===== src/rtl/sar_scan_core.sv =====
// sar_scan_core: multi-channel SAR ADC sequencer with a per-channel result register file.
// Optional build macro SAR_SCAN_AVG_EN: four conversions per channel, averaged.
module sar_scan_core #(
   parameter  int NUM_BITS      = 8,
   parameter  int NUM_CH        = 4,
   parameter  int SAMPLE_CYCLES = 2,
   localparam int CH_W          = $clog2(NUM_CH)
) (
   input  logic                clk,
   input  logic                rst,
   input  logic                start,
   input  logic                continuous,
   input  logic [NUM_CH-1:0]   ch_mask,
   input  logic                cmp_out,
   output logic [CH_W-1:0]     ch_sel,
   output logic                sample,
   output logic [NUM_BITS-1:0] dac_code,
   output logic                busy,
   output logic                eoc,
   output logic [NUM_BITS-1:0] result,
   output logic [CH_W-1:0]     result_ch,
   input  logic [CH_W-1:0]     rd_ch,
   output logic [NUM_BITS-1:0] rd_data
);

   localparam int SC_W  = (SAMPLE_CYCLES > 1) ? $clog2(SAMPLE_CYCLES) : 1;
   localparam int BIT_W = $clog2(NUM_BITS);

   typedef enum logic [1:0] {IDLE, SAMPLE, CONVERT, STORE} state_t;

   state_t              state_q, state_d;
   logic [CH_W-1:0]     ch_sel_q, ch_sel_d;
   logic [NUM_BITS-1:0] dac_q, dac_d;
   logic [SC_W-1:0]     samp_q, samp_d;
   logic [BIT_W-1:0]    bit_q, bit_d;
   logic [NUM_CH-1:0]   mask_q, mask_d;
   logic [NUM_BITS-1:0] result_q, result_d;
   logic [CH_W-1:0]     result_ch_q, result_ch_d;
   logic [NUM_BITS-1:0] rf_q [NUM_CH];
   logic                rf_we;
   logic [NUM_BITS-1:0] trial;
   logic [CH_W:0]       nxt;
`ifdef SAR_SCAN_AVG_EN
   logic [1:0]          conv_q, conv_d;
   logic [NUM_BITS+1:0] acc_q, acc_d;
   logic [NUM_BITS+1:0] sum;
`endif

   function automatic logic [CH_W-1:0] lowest_ch(input logic [NUM_CH-1:0] m);
      lowest_ch = '0;
      for (int i = NUM_CH - 1; i >= 0; i--)
         if (m[i]) lowest_ch = CH_W'(i);
   endfunction

   // Returns {found, index} of the lowest enabled channel above cur.
   function automatic logic [CH_W:0] higher_ch(input logic [NUM_CH-1:0] m,
                                               input logic [CH_W-1:0]   cur);
      higher_ch = '0;
      for (int i = NUM_CH - 1; i >= 0; i--)
         if (m[i] && (i > int'(cur))) higher_ch = {1'b1, CH_W'(i)};
   endfunction

   always_comb begin
      state_d     = state_q;
      ch_sel_d    = ch_sel_q;
      dac_d       = dac_q;
      samp_d      = samp_q;
      bit_d       = bit_q;
      mask_d      = mask_q;
      result_d    = result_q;
      result_ch_d = result_ch_q;
      rf_we       = 1'b0;
      trial       = dac_q;
      nxt         = higher_ch(mask_q, ch_sel_q);
`ifdef SAR_SCAN_AVG_EN
      conv_d      = conv_q;
      acc_d       = acc_q;
      sum         = acc_q + {2'b00, dac_q};
`endif
      case (state_q)
         IDLE: begin
            if (start && (ch_mask != '0)) begin
               mask_d   = ch_mask;
               ch_sel_d = lowest_ch(ch_mask);
               samp_d   = '0;
               dac_d    = '0;
               state_d  = SAMPLE;
            end
         end
         SAMPLE: begin
            if (samp_q == SC_W'(SAMPLE_CYCLES - 1)) begin
               dac_d   = {1'b1, {(NUM_BITS-1){1'b0}}};
               bit_d   = BIT_W'(NUM_BITS - 1);
               state_d = CONVERT;
            end else begin
               samp_d = samp_q + 1'b1;
            end
         end
         CONVERT: begin
            if (!cmp_out) trial[bit_q] = 1'b0;
            if (bit_q != '0) begin
               trial[bit_q - 1'b1] = 1'b1;
               bit_d = bit_q - 1'b1;
               dac_d = trial;
            end else begin
               dac_d = trial;
`ifdef SAR_SCAN_AVG_EN
               sum = acc_q + {2'b00, trial};
               if (conv_q != 2'd3) begin
                  // Not the last of four: accumulate and resample the same channel.
                  conv_d  = conv_q + 1'b1;
                  acc_d   = sum;
                  samp_d  = '0;
                  dac_d   = '0;
                  state_d = SAMPLE;
               end else begin
                  conv_d      = '0;
                  acc_d       = '0;
                  result_d    = sum[NUM_BITS+1:2];
                  result_ch_d = ch_sel_q;
                  rf_we       = 1'b1;
                  state_d     = STORE;
               end
`else
               result_d    = trial;
               result_ch_d = ch_sel_q;
               rf_we       = 1'b1;
               state_d     = STORE;
`endif
            end
         end
         STORE: begin
            if (nxt[CH_W]) begin
               ch_sel_d = nxt[CH_W-1:0];
               samp_d   = '0;
               dac_d    = '0;
               state_d  = SAMPLE;
            end else if (continuous) begin
               ch_sel_d = lowest_ch(mask_q);
               samp_d   = '0;
               dac_d    = '0;
               state_d  = SAMPLE;
            end else begin
               state_d = IDLE;
            end
         end
         default: state_d = IDLE;
      endcase
   end

   always_ff @(posedge clk) begin
      if (rst) begin
         state_q     <= IDLE;
         ch_sel_q    <= '0;
         dac_q       <= '0;
         samp_q      <= '0;
         bit_q       <= '0;
         mask_q      <= '0;
         result_q    <= '0;
         result_ch_q <= '0;
         for (int i = 0; i < NUM_CH; i++) rf_q[i] <= '0;
`ifdef SAR_SCAN_AVG_EN
         conv_q      <= '0;
         acc_q       <= '0;
`endif
      end else begin
         state_q     <= state_d;
         ch_sel_q    <= ch_sel_d;
         dac_q       <= dac_d;
         samp_q      <= samp_d;
         bit_q       <= bit_d;
         mask_q      <= mask_d;
         result_q    <= result_d;
         result_ch_q <= result_ch_d;
         if (rf_we) rf_q[ch_sel_q] <= result_d;
`ifdef SAR_SCAN_AVG_EN
         conv_q      <= conv_d;
         acc_q       <= acc_d;
`endif
      end
   end

   assign ch_sel    = ch_sel_q;
   assign sample    = (state_q == SAMPLE);
   assign dac_code  = dac_q;
   assign busy      = (state_q != IDLE);
   assign eoc       = (state_q == STORE);
   assign result    = result_q;
   assign result_ch = result_ch_q;
   assign rd_data   = rf_q[rd_ch];

endmodule


===== config.mk =====
export PLATFORM = sky130hd
export DESIGN_NAME = sar_scan_core
export DESIGN_NICKNAME = d
export VERILOG_FILES = /design/src/rtl/sar_scan_core.sv
export SDC_FILE = /design/constraint.sdc
export NUM_CORES = 1
export LEC_CHECK = 0
export ABC_CLOCK_PERIOD_IN_PS = 3800
export CAP_MARGIN = 20
export CORE_ASPECT_RATIO = 1.5
export CORE_MARGIN = 5
export CORE_UTILIZATION = 50
export DETAILED_ROUTE_END_ITERATION = 8
export HOLD_SLACK_MARGIN = 0.03
export PLACE_DENSITY = 0.74
export SETUP_SLACK_MARGIN = 0.5
export SLEW_MARGIN = 10
export SYNTH_ARGS = -nofsm -noshare
export SYNTH_HDL_FRONTEND = slang
export SYNTH_SLANG_ARGS = --single-unit

===== constraint.sdc =====
create_clock -name clk -period 3.8 [get_ports clk]
set_input_delay 0.57 -clock clk [delete_from_list [all_inputs] [get_ports clk]]
set_output_delay 0.57 -clock clk [all_outputs]
set_load 0.005 [all_outputs]

==> results of run 1 <==
## cells by family (layout without fill, tap and decap cells)
logic type                 after synthesis  in the layout  share of synthesized area, %
muxes                                   11             11                          7.07
adders and majority gates                7              7                          2.94
and+or+nand+nor                        104            104                          17.0
AOI/OAI and AO/OA                       69             69                          15.9
DFF                                     62             62                          52.5
buffers and inverters                   26             68                          4.59
## registers in the layout, indices dropped and copies added, names as in the netlist
| name | cells |
|---|---|
| bit_q | 3 |
| ch_sel | 2 |
| dac_code | 8 |
| mask_q | 4 |
| result | 8 |
| result_ch | 2 |
| rf_q | 32 |
| samp_q | 1 |
| state_q | 2 |
## cells in the mapped netlist, types with 2 or more instances
cell type | n | area share [%]
sky130_fd_sc_hd__a211o_1 | 8 | 2.4
sky130_fd_sc_hd__a21o_1 | 10 | 2.5
sky130_fd_sc_hd__a21oi_1 | 20 | 3.4
sky130_fd_sc_hd__and3_1 | 2 | 0.42
sky130_fd_sc_hd__buf_1 | 2 | 0.25
sky130_fd_sc_hd__buf_2 | 4 | 0.67
sky130_fd_sc_hd__buf_6 | 4 | 1.5
sky130_fd_sc_hd__clkbuf_1 | 5 | 0.63
sky130_fd_sc_hd__dfxtp_1 | 30 | 20
sky130_fd_sc_hd__edfxtp_1 | 32 | 32
sky130_fd_sc_hd__ha_1 | 7 | 2.9
sky130_fd_sc_hd__inv_1 | 10 | 1.3
sky130_fd_sc_hd__mux2i_1 | 3 | 1.0
sky130_fd_sc_hd__mux4_2 | 8 | 6.1
sky130_fd_sc_hd__nand2_1 | 28 | 3.5
sky130_fd_sc_hd__nand2b_1 | 7 | 1.5
sky130_fd_sc_hd__nand3_1 | 7 | 1.2
sky130_fd_sc_hd__nor2_1 | 27 | 3.4
sky130_fd_sc_hd__nor2_2 | 8 | 1.7
sky130_fd_sc_hd__nor2b_1 | 3 | 0.63
sky130_fd_sc_hd__nor3_1 | 11 | 1.9
sky130_fd_sc_hd__o21ai_0 | 11 | 1.9
sky130_fd_sc_hd__o21ai_1 | 2 | 0.34
sky130_fd_sc_hd__o31ai_1 | 2 | 0.50
sky130_fd_sc_hd__o41ai_1 | 3 | 0.88
sky130_fd_sc_hd__or2_2 | 4 | 0.84
sky130_fd_sc_hd__or3b_1 | 4 | 1.2
## stage by stage
stage / worst slack (ns) / util, % / cells / hold slack [ns] / total power [uW]
5_1_grt: 0.667 / 61.5 / 393 / 0.471 / 2160
6_report: 0.811 / 61.5 / 393 / 0.451 / 2030
3_5_place_dp: 0.753 / 58.5 / 377 / 0.439 / 1500
4_1_cts: 0.748 / 61.5 / 393 / 0.454 / 2040
3_3_place_gp: 0.797 / 58.5 / 377 / 0.433 / 1490
2_1_floorplan: 1.50 / - / 279 / 0.445 / 1330
## layout make-up
cell class,count,area (sq um)
fill,525,2220
sequential,62,1560
multi-input combinational,191,1280
timing repair buffer,42,418
clock buffer,13,139
tap,72,90.1
clock inverter,3,38.8
inverter,10,37.5
## power groups by stage
stage / Sequential (uW) / Combinational, uW / Clock [uW]
final: 849 / 639 / 537
after global routing: 861 / 721 / 579
after CTS: 849 / 643 / 545
after detailed placement: 864 / 638 / 0
after global placement: 860 / 629 / 0
after floorplan: 821 / 511 / 0
## critical path: stages
cell and delay (ns):
sky130_fd_sc_hd__clkdlybuf4s50_1 0.82, sky130_fd_sc_hd__mux4_2 0.56, sky130_fd_sc_hd__clkdlybuf4s50_1 0.46
## per-layer routing
metal	wire length (um)	global-route usage, %	share of wire (%)	vias up
li1	-	-	-	1089
met1	2390	19.5	38	1028
met2	3450	32.1	55	55
met3	294	4.55	4.7	10
met4	116	7.39	1.9	0
met5	0	0	0	-
## worst max path at each step
stage                 end  slack [ns]  depth (start not counted)
2_1_floorplan  rf_q[1][0]        1.50                         10
3_3_place_gp   rd_data[3]        0.80                          3
3_5_place_dp   rd_data[3]        0.75                          3
4_1_cts        rd_data[3]        0.75                          3
5_1_grt        rd_data[6]        0.67                          3
6_report       rd_data[3]        0.81                          3
## cells in the final DEF (no fill, tap or decap), types with 7 or more instances in the layout
cell	instances
sky130_fd_sc_hd__clkdlybuf4s50_1	41
sky130_fd_sc_hd__edfxtp_1	32
sky130_fd_sc_hd__dfxtp_1	30
sky130_fd_sc_hd__nand2_1	28
sky130_fd_sc_hd__nor2_1	27
sky130_fd_sc_hd__a21oi_1	20
sky130_fd_sc_hd__o21ai_0	11
sky130_fd_sc_hd__nor3_1	11
sky130_fd_sc_hd__inv_1	10
sky130_fd_sc_hd__a21o_1	10
sky130_fd_sc_hd__clkbuf_8	9
sky130_fd_sc_hd__mux4_2	8
sky130_fd_sc_hd__nor2_2	8
sky130_fd_sc_hd__a211o_1	8
sky130_fd_sc_hd__nand2b_1	7
sky130_fd_sc_hd__nand3_1	7
sky130_fd_sc_hd__ha_1	7
==> metrics.log, run 1 <==
INFO  metric largest_net_degree_at_the_start_of_global_routing = 30
INFO  metric drive_gt1_share = 11.8%
INFO  metric slew_headroom = 49.6%
INFO  metric layout-area-overhead-vs-synth = 19.7%
INFO  metric postSynth.asyncResetShare = 0%
INFO  metric mean_instance_size_in_the_synthesized_netlist = 10.7 sq um
INFO  metric power.static_leakage = 0.00126 uW
INFO  metric switching_share = 34.4%
INFO  metric cap_viol_max_count = 0
INFO  metric synth_fp_nets = 297
INFO  metric die-area = 7620 sq um
INFO  metric synth_cell_types = 44
INFO  metric synthesis.instances = 279
INFO  metric antenna_found_initial = 0
INFO  metric portion_of_total_power_attributed_to_combinational_logic = 31.5%
INFO  metric num_io_pins = 42
INFO  metric critical_path_required = 3.23 ns
INFO  metric path_class = input port to output pin
INFO  metric post_drt_via_cell_ratio = 5.55
INFO  metric core_area = 5790 sq um
INFO  metric hold_path_startpoint = result[1]
INFO  metric cts_post_setup_buffers_inserted = 0
INFO  metric place.port_buffers = 41
INFO  metric track_usage = 18.0%
INFO  metric max-clock-path-buffers = 2
INFO  metric hold_path_depth = 1
INFO  metric first_global_vias = 2207
INFO  metric timing_worst_slew_pin_value = 0.750 ns
INFO  metric wl_per_cell = 15.9 um
INFO  metric endpoint_kind = output pin
INFO  metric vias = 2182
INFO  metric core.rowCount = 34
INFO  metric setup.worst_path.start = rd_ch[0]
INFO  metric placement_cell_area = 3380 sq um
INFO  metric rr_endpoint = rf_q[1][0]
INFO  metric worst_reg2reg_path_length_in_cells = 6
INFO  metric status = complete, no violations
INFO  metric setup_viol = 0
INFO  metric critPathLaunchType = input port
INFO  metric tritoncts_clock_tree = yes
INFO  metric nets_final = 334
INFO  metric clock_skew = 0.00664 ns
INFO  metric drcViolationCount = 0
INFO  metric floorplan.initialDensity = 51.4%
INFO  metric finalCritPeriodShare = 78.7%
INFO  metric drt_first_pass_iters = 4
INFO  metric report.final.slew_viol_count = 0
INFO  metric yosys_warnings = 0
INFO  metric hpwl = 4810 um
INFO  metric timing.hold.worst_endpoint = result[1]
INFO  metric number_of_failing_hold_endpoints_at_the_final_stage = 0
INFO  metric antenna_violating_nets_left = 0
INFO  metric insertedDiodeCount = 0
INFO  metric grt_setup_unrepaired = false
INFO  metric final_area = 3560 sq um
INFO  metric netSwitchingPower = 697 uW
INFO  metric cts_resized = 0
INFO  metric clk_latency = 0.33 ns
INFO  metric chipHeight = 104 um
INFO  metric clockRootBuffer = sky130_fd_sc_hd__clkbuf_8
INFO  metric tightest_hold_check_type = flip-flop to flip-flop
INFO  metric postSynth.topFlopCell = sky130_fd_sc_hd__edfxtp_1
INFO  metric min_period = 2.99 ns
INFO  metric overflow = 0
INFO  metric htree_num_levels = 3
INFO  metric timing.critical_path.arrival = 2.42 ns
INFO  metric totalNegativeSetupSlack = 0 ns
INFO  metric timing.rr.start = state_q[0]
INFO  metric power.clock.fraction = 26.5%
INFO  metric timing.critical_path.fanout_max = 8
INFO  metric tritoncts_num_sinks = 62
INFO  metric wirelength = 6240 um
INFO  metric gp_congestion = 0.901
INFO  metric clkSlewWorstSetupHoldPaths = 0.07 ns
INFO  metric power_per_cell_area = 569 nW/um^2
INFO  metric drtIter0Drc = 121
INFO  metric fmax = 335 MHz
INFO  metric global_route_wire_length_before_repair = 10500 um
INFO  metric power.ir.vdd_worst = 437 uV
INFO  metric power.sequential.fraction = 41.9%
INFO  metric seq_area_frac_synth = 52.5%
INFO  metric synth_edf_count = 32
INFO  metric synth_area = 2970 sq um
INFO  metric internal_power = 1330 uW
INFO  metric die_width = 73.0 um
INFO  metric cts.hold.buffers_added = 0
INFO  metric synth-seq-cells = 62
INFO  metric numCtsBuffers = 9
INFO  metric regToRegSetupSlack = 0.98 ns
Note: power is estimated with default switching activity, not from simulation.
==> run 2, diff against run 1 <==
--- a/config.mk
+++ b/config.mk
@@ -5,14 +5,14 @@
 export SDC_FILE = /design/constraint.sdc
 export NUM_CORES = 1
 export LEC_CHECK = 0
-export ABC_CLOCK_PERIOD_IN_PS = 3800
+export ABC_CLOCK_PERIOD_IN_PS = 2700
 export CAP_MARGIN = 20
 export CORE_ASPECT_RATIO = 1.5
 export CORE_MARGIN = 5
-export CORE_UTILIZATION = 50
+export CORE_UTILIZATION = 49
 export DETAILED_ROUTE_END_ITERATION = 8
 export HOLD_SLACK_MARGIN = 0.03
-export PLACE_DENSITY = 0.74
+export PLACE_DENSITY = 0.76
 export SETUP_SLACK_MARGIN = 0.5
 export SLEW_MARGIN = 10
 export SYNTH_ARGS = -nofsm -noshare
==> constraint.sdc (replaced) <==
create_clock -name clk -period 2.7 [get_ports clk]
set_input_delay 0.405 -clock clk [delete_from_list [all_inputs] [get_ports clk]]
set_output_delay 0.405 -clock clk [all_outputs]
set_load 0.005 [all_outputs]
==> metrics.log, run 2 (synthesis results as in run 1) <==
INFO  metric status = complete, no violations
INFO  metric insertedDiodeCount = 0 (unchanged)
INFO  metric hpwl = 4890 um (+1.6%)
INFO  metric global_route_wire_length_before_repair = 10700 um (+1.2%)
INFO  metric commonest_cells_after_routing_fill_and_taps_aside = sky130_fd_sc_hd__clkdlybuf4s50_1 (32), sky130_fd_sc_hd__edfxtp_1 (32), sky130_fd_sc_hd__dfxtp_1 (30)
INFO  metric timing_worst_slew_pin_value = 0.690 ns (-0.0607 ns)
INFO  metric wirelength = 6350 um (+1.7%)
INFO  metric overflow = 0 (unchanged)
INFO  metric drt_first_pass_iters = 4 (unchanged)
INFO  metric cpLargestDelayFamily = buffers and inverters
INFO  metric num_io_pins = 42 (unchanged)
INFO  metric path_cells = inv_1 > ha_2 > inv_1 > clkdlybuf4s50_1
INFO  metric placement_cell_area = 3460 sq um (+2.1%)
INFO  metric core_area = 5870 sq um (+1.5%)
INFO  metric max-clock-path-buffers = 2 (unchanged)
INFO  metric grt_setup_unrepaired = false
INFO  metric critPathMostFrequentCell = sky130_fd_sc_hd__inv_1
INFO  metric cts.hold.buffers_added = 0 (unchanged)
INFO  metric antenna_found_initial = 0 (unchanged)
INFO  metric critical_path_required = 2.30 ns (-0.93 ns)
INFO  metric htree_num_levels = 3 (unchanged)
INFO  metric drive_gt1_share = 18.1% (+6.2 points)
INFO  metric post_drt_via_cell_ratio = 5.56 (+0.22%)
INFO  metric die_width = 73.6 um (+0.88%)
INFO  metric clk_latency = 0.34 ns (about the same)
INFO  metric chipHeight = 105 um (+0.92%)
INFO  metric cap_viol_max_count = 0 (unchanged)
INFO  metric largest_register_ffs = 32 (unchanged)
INFO  metric first_global_vias = 2245 (+1.7%)
INFO  metric place.port_buffers = 41 (unchanged)
INFO  metric report.final.slew_viol_count = 0 (unchanged)
INFO  metric numCtsBuffers = 9 (unchanged)
INFO  metric power.static_leakage = 0.00135 uW (+6.5%)
INFO  metric number_of_failing_hold_endpoints_at_the_final_stage = 0 (unchanged)
INFO  metric tightest_hold_check_type = flip-flop to flip-flop
INFO  metric timing.critical_path.arrival = 1.69 ns (-0.73 ns)
INFO  metric track_usage = 17.9% (-0.10 points)
INFO  metric endpoint_kind = output pin
INFO  metric clockRootBuffer = sky130_fd_sc_hd__clkbuf_8
INFO  metric gp_congestion = 0.850 (-5.7%)
INFO  metric vias = 2248 (+3.0%)
INFO  metric timing.critical_path.fanout_max = 7 (-1)
INFO  metric regToRegSetupSlack = 0.70 ns (-0.28 ns)
INFO  metric core.rowCount = 34 (unchanged)
INFO  metric setup_viol = 0 (unchanged)
INFO  metric power_per_cell_area = 798 nW/um^2 (+40%)
INFO  metric clock_skew = 0.00494 ns (-0.00170 ns)
INFO  metric path_class = flip-flop to output pin
INFO  metric critPathLaunchType = flip-flop
INFO  metric clkSlewWorstSetupHoldPaths = 0.06 ns (about the same)
INFO  metric totalNegativeSetupSlack = 0 ns (unchanged)
INFO  metric cpMaxStageDelayCell = sky130_fd_sc_hd__clkdlybuf4s50_1
INFO  metric layout-area-overhead-vs-synth = 23.9%
INFO  metric power.ir.vdd_worst = 558 uV (+28%)
INFO  metric tritoncts_num_sinks = 62 (unchanged)
INFO  metric die-area = 7760 sq um (+1.8%)
INFO  metric antenna_violating_nets_left = 0 (unchanged)
INFO  metric slew_headroom = 53.5% (+4.0 points)
INFO  metric final_area = 3690 sq um (+3.5%)
INFO  metric wl_per_cell = 15.7 um (-1.1%)
INFO  metric cpPeakStageDelay = 0.51 ns (-0.31 ns)
INFO  metric overall_power = 2940 uW (+45%)
INFO  metric min_period = 2.09 ns
INFO  metric largest_net_degree_at_the_start_of_global_routing = 30 (unchanged)
INFO  metric finalCritPeriodShare = 77.4%
INFO  metric tritoncts_clock_tree = yes
INFO  metric largest-register = rf_q
INFO  metric drcViolationCount = 0 (unchanged)
INFO  metric floorplan.initialDensity = 50.7% (-0.75 points)
INFO  metric fmax = 478 MHz
INFO  metric nets_final = 345 (+3.3%)
INFO  metric worstPathBufferInverterCount = 3 (+1)
INFO  metric drtIter0Drc = 142 (+17%)
## run 2: changes by cell type in the layout (fill, tap and decap cells not counted), sizes merged
cell,previous run,this run
buf,1,14
clkdlybuf4s15,0,5
clkdlybuf4s50,41,32
clkinvlp,0,1
dlymetal6s2s,0,1
## run 2: final cells by class
| class | count | area, sq um |
|---|---|---|
| timing repair buffer | 53 | 502 |
| multi-input combinational | 191 | 1300 |
| sequential | 62 | 1560 |
| fill | 480 | 2180 |
| inverter | 10 | 37.5 |
| clock buffer | 12 | 145 |
| clock inverter | 4 | 47.5 |
| tap | 72 | 90.1 |
## run 2: worst register-to-register path, delay by kind of cell, from the launching register on
| family | cells | cell delay [ns] |
|---|---|---|
| adder cells (fa/ha/maj) | 1 | 0.27 |
| AND/OR/NAND/NOR | 4 | 0.95 |
| buffers and inverters | 1 | 0.14 |
| flip-flops | 1 | 0.34 |
## run 2: through the flow
step / utilization (%) / hold slack [ns] / worst slack, ns / instances
2_1_floorplan: - / 0.445 / 0.503 / 279
3_3_place_gp: 58.9 / 0.436 / 0.269 / 386
3_5_place_dp: 58.9 / 0.443 / 0.233 / 386
4_1_cts: 62.3 / 0.461 / 0.467 / 404
5_1_grt: 62.8 / 0.483 / 0.514 / 404
6_report: 62.8 / 0.456 / 0.609 / 404
## run 2: routing by layer
layer  share of wire [%]  GRT usage, %
met1                  39          20.0
met2                  55          31.5
met3                 3.9          3.14
met4                 2.8          8.94
met5                   0             0
## run 2: final timing paths
kind	start	to	cells past startpoint
hold / removal	result[0]	result[0]	1
setup reg to reg	state_q[0]	rf_q[1][6]	6
setup / recovery	state_q[1]	busy	4
hold reg to reg	result[0]	result[0]	1
## run 2: repair_timing
item	4_1_cts	5_1_grt
endpoints found under the setup margin	8	20
resized for setup	20	10
buffers inserted	2	0
## run 2: power breakdown
part / switching (uW) / total, uW / leakage, uW / internal [uW]
Combinational: 572 / 967 / 0.000676 / 395
Clock: 344 / 792 / 0.0000964 / 449
Sequential: 94.6 / 1180 / 0.000574 / 1090
Total: 1010 / 2940 / 0.00135 / 1930
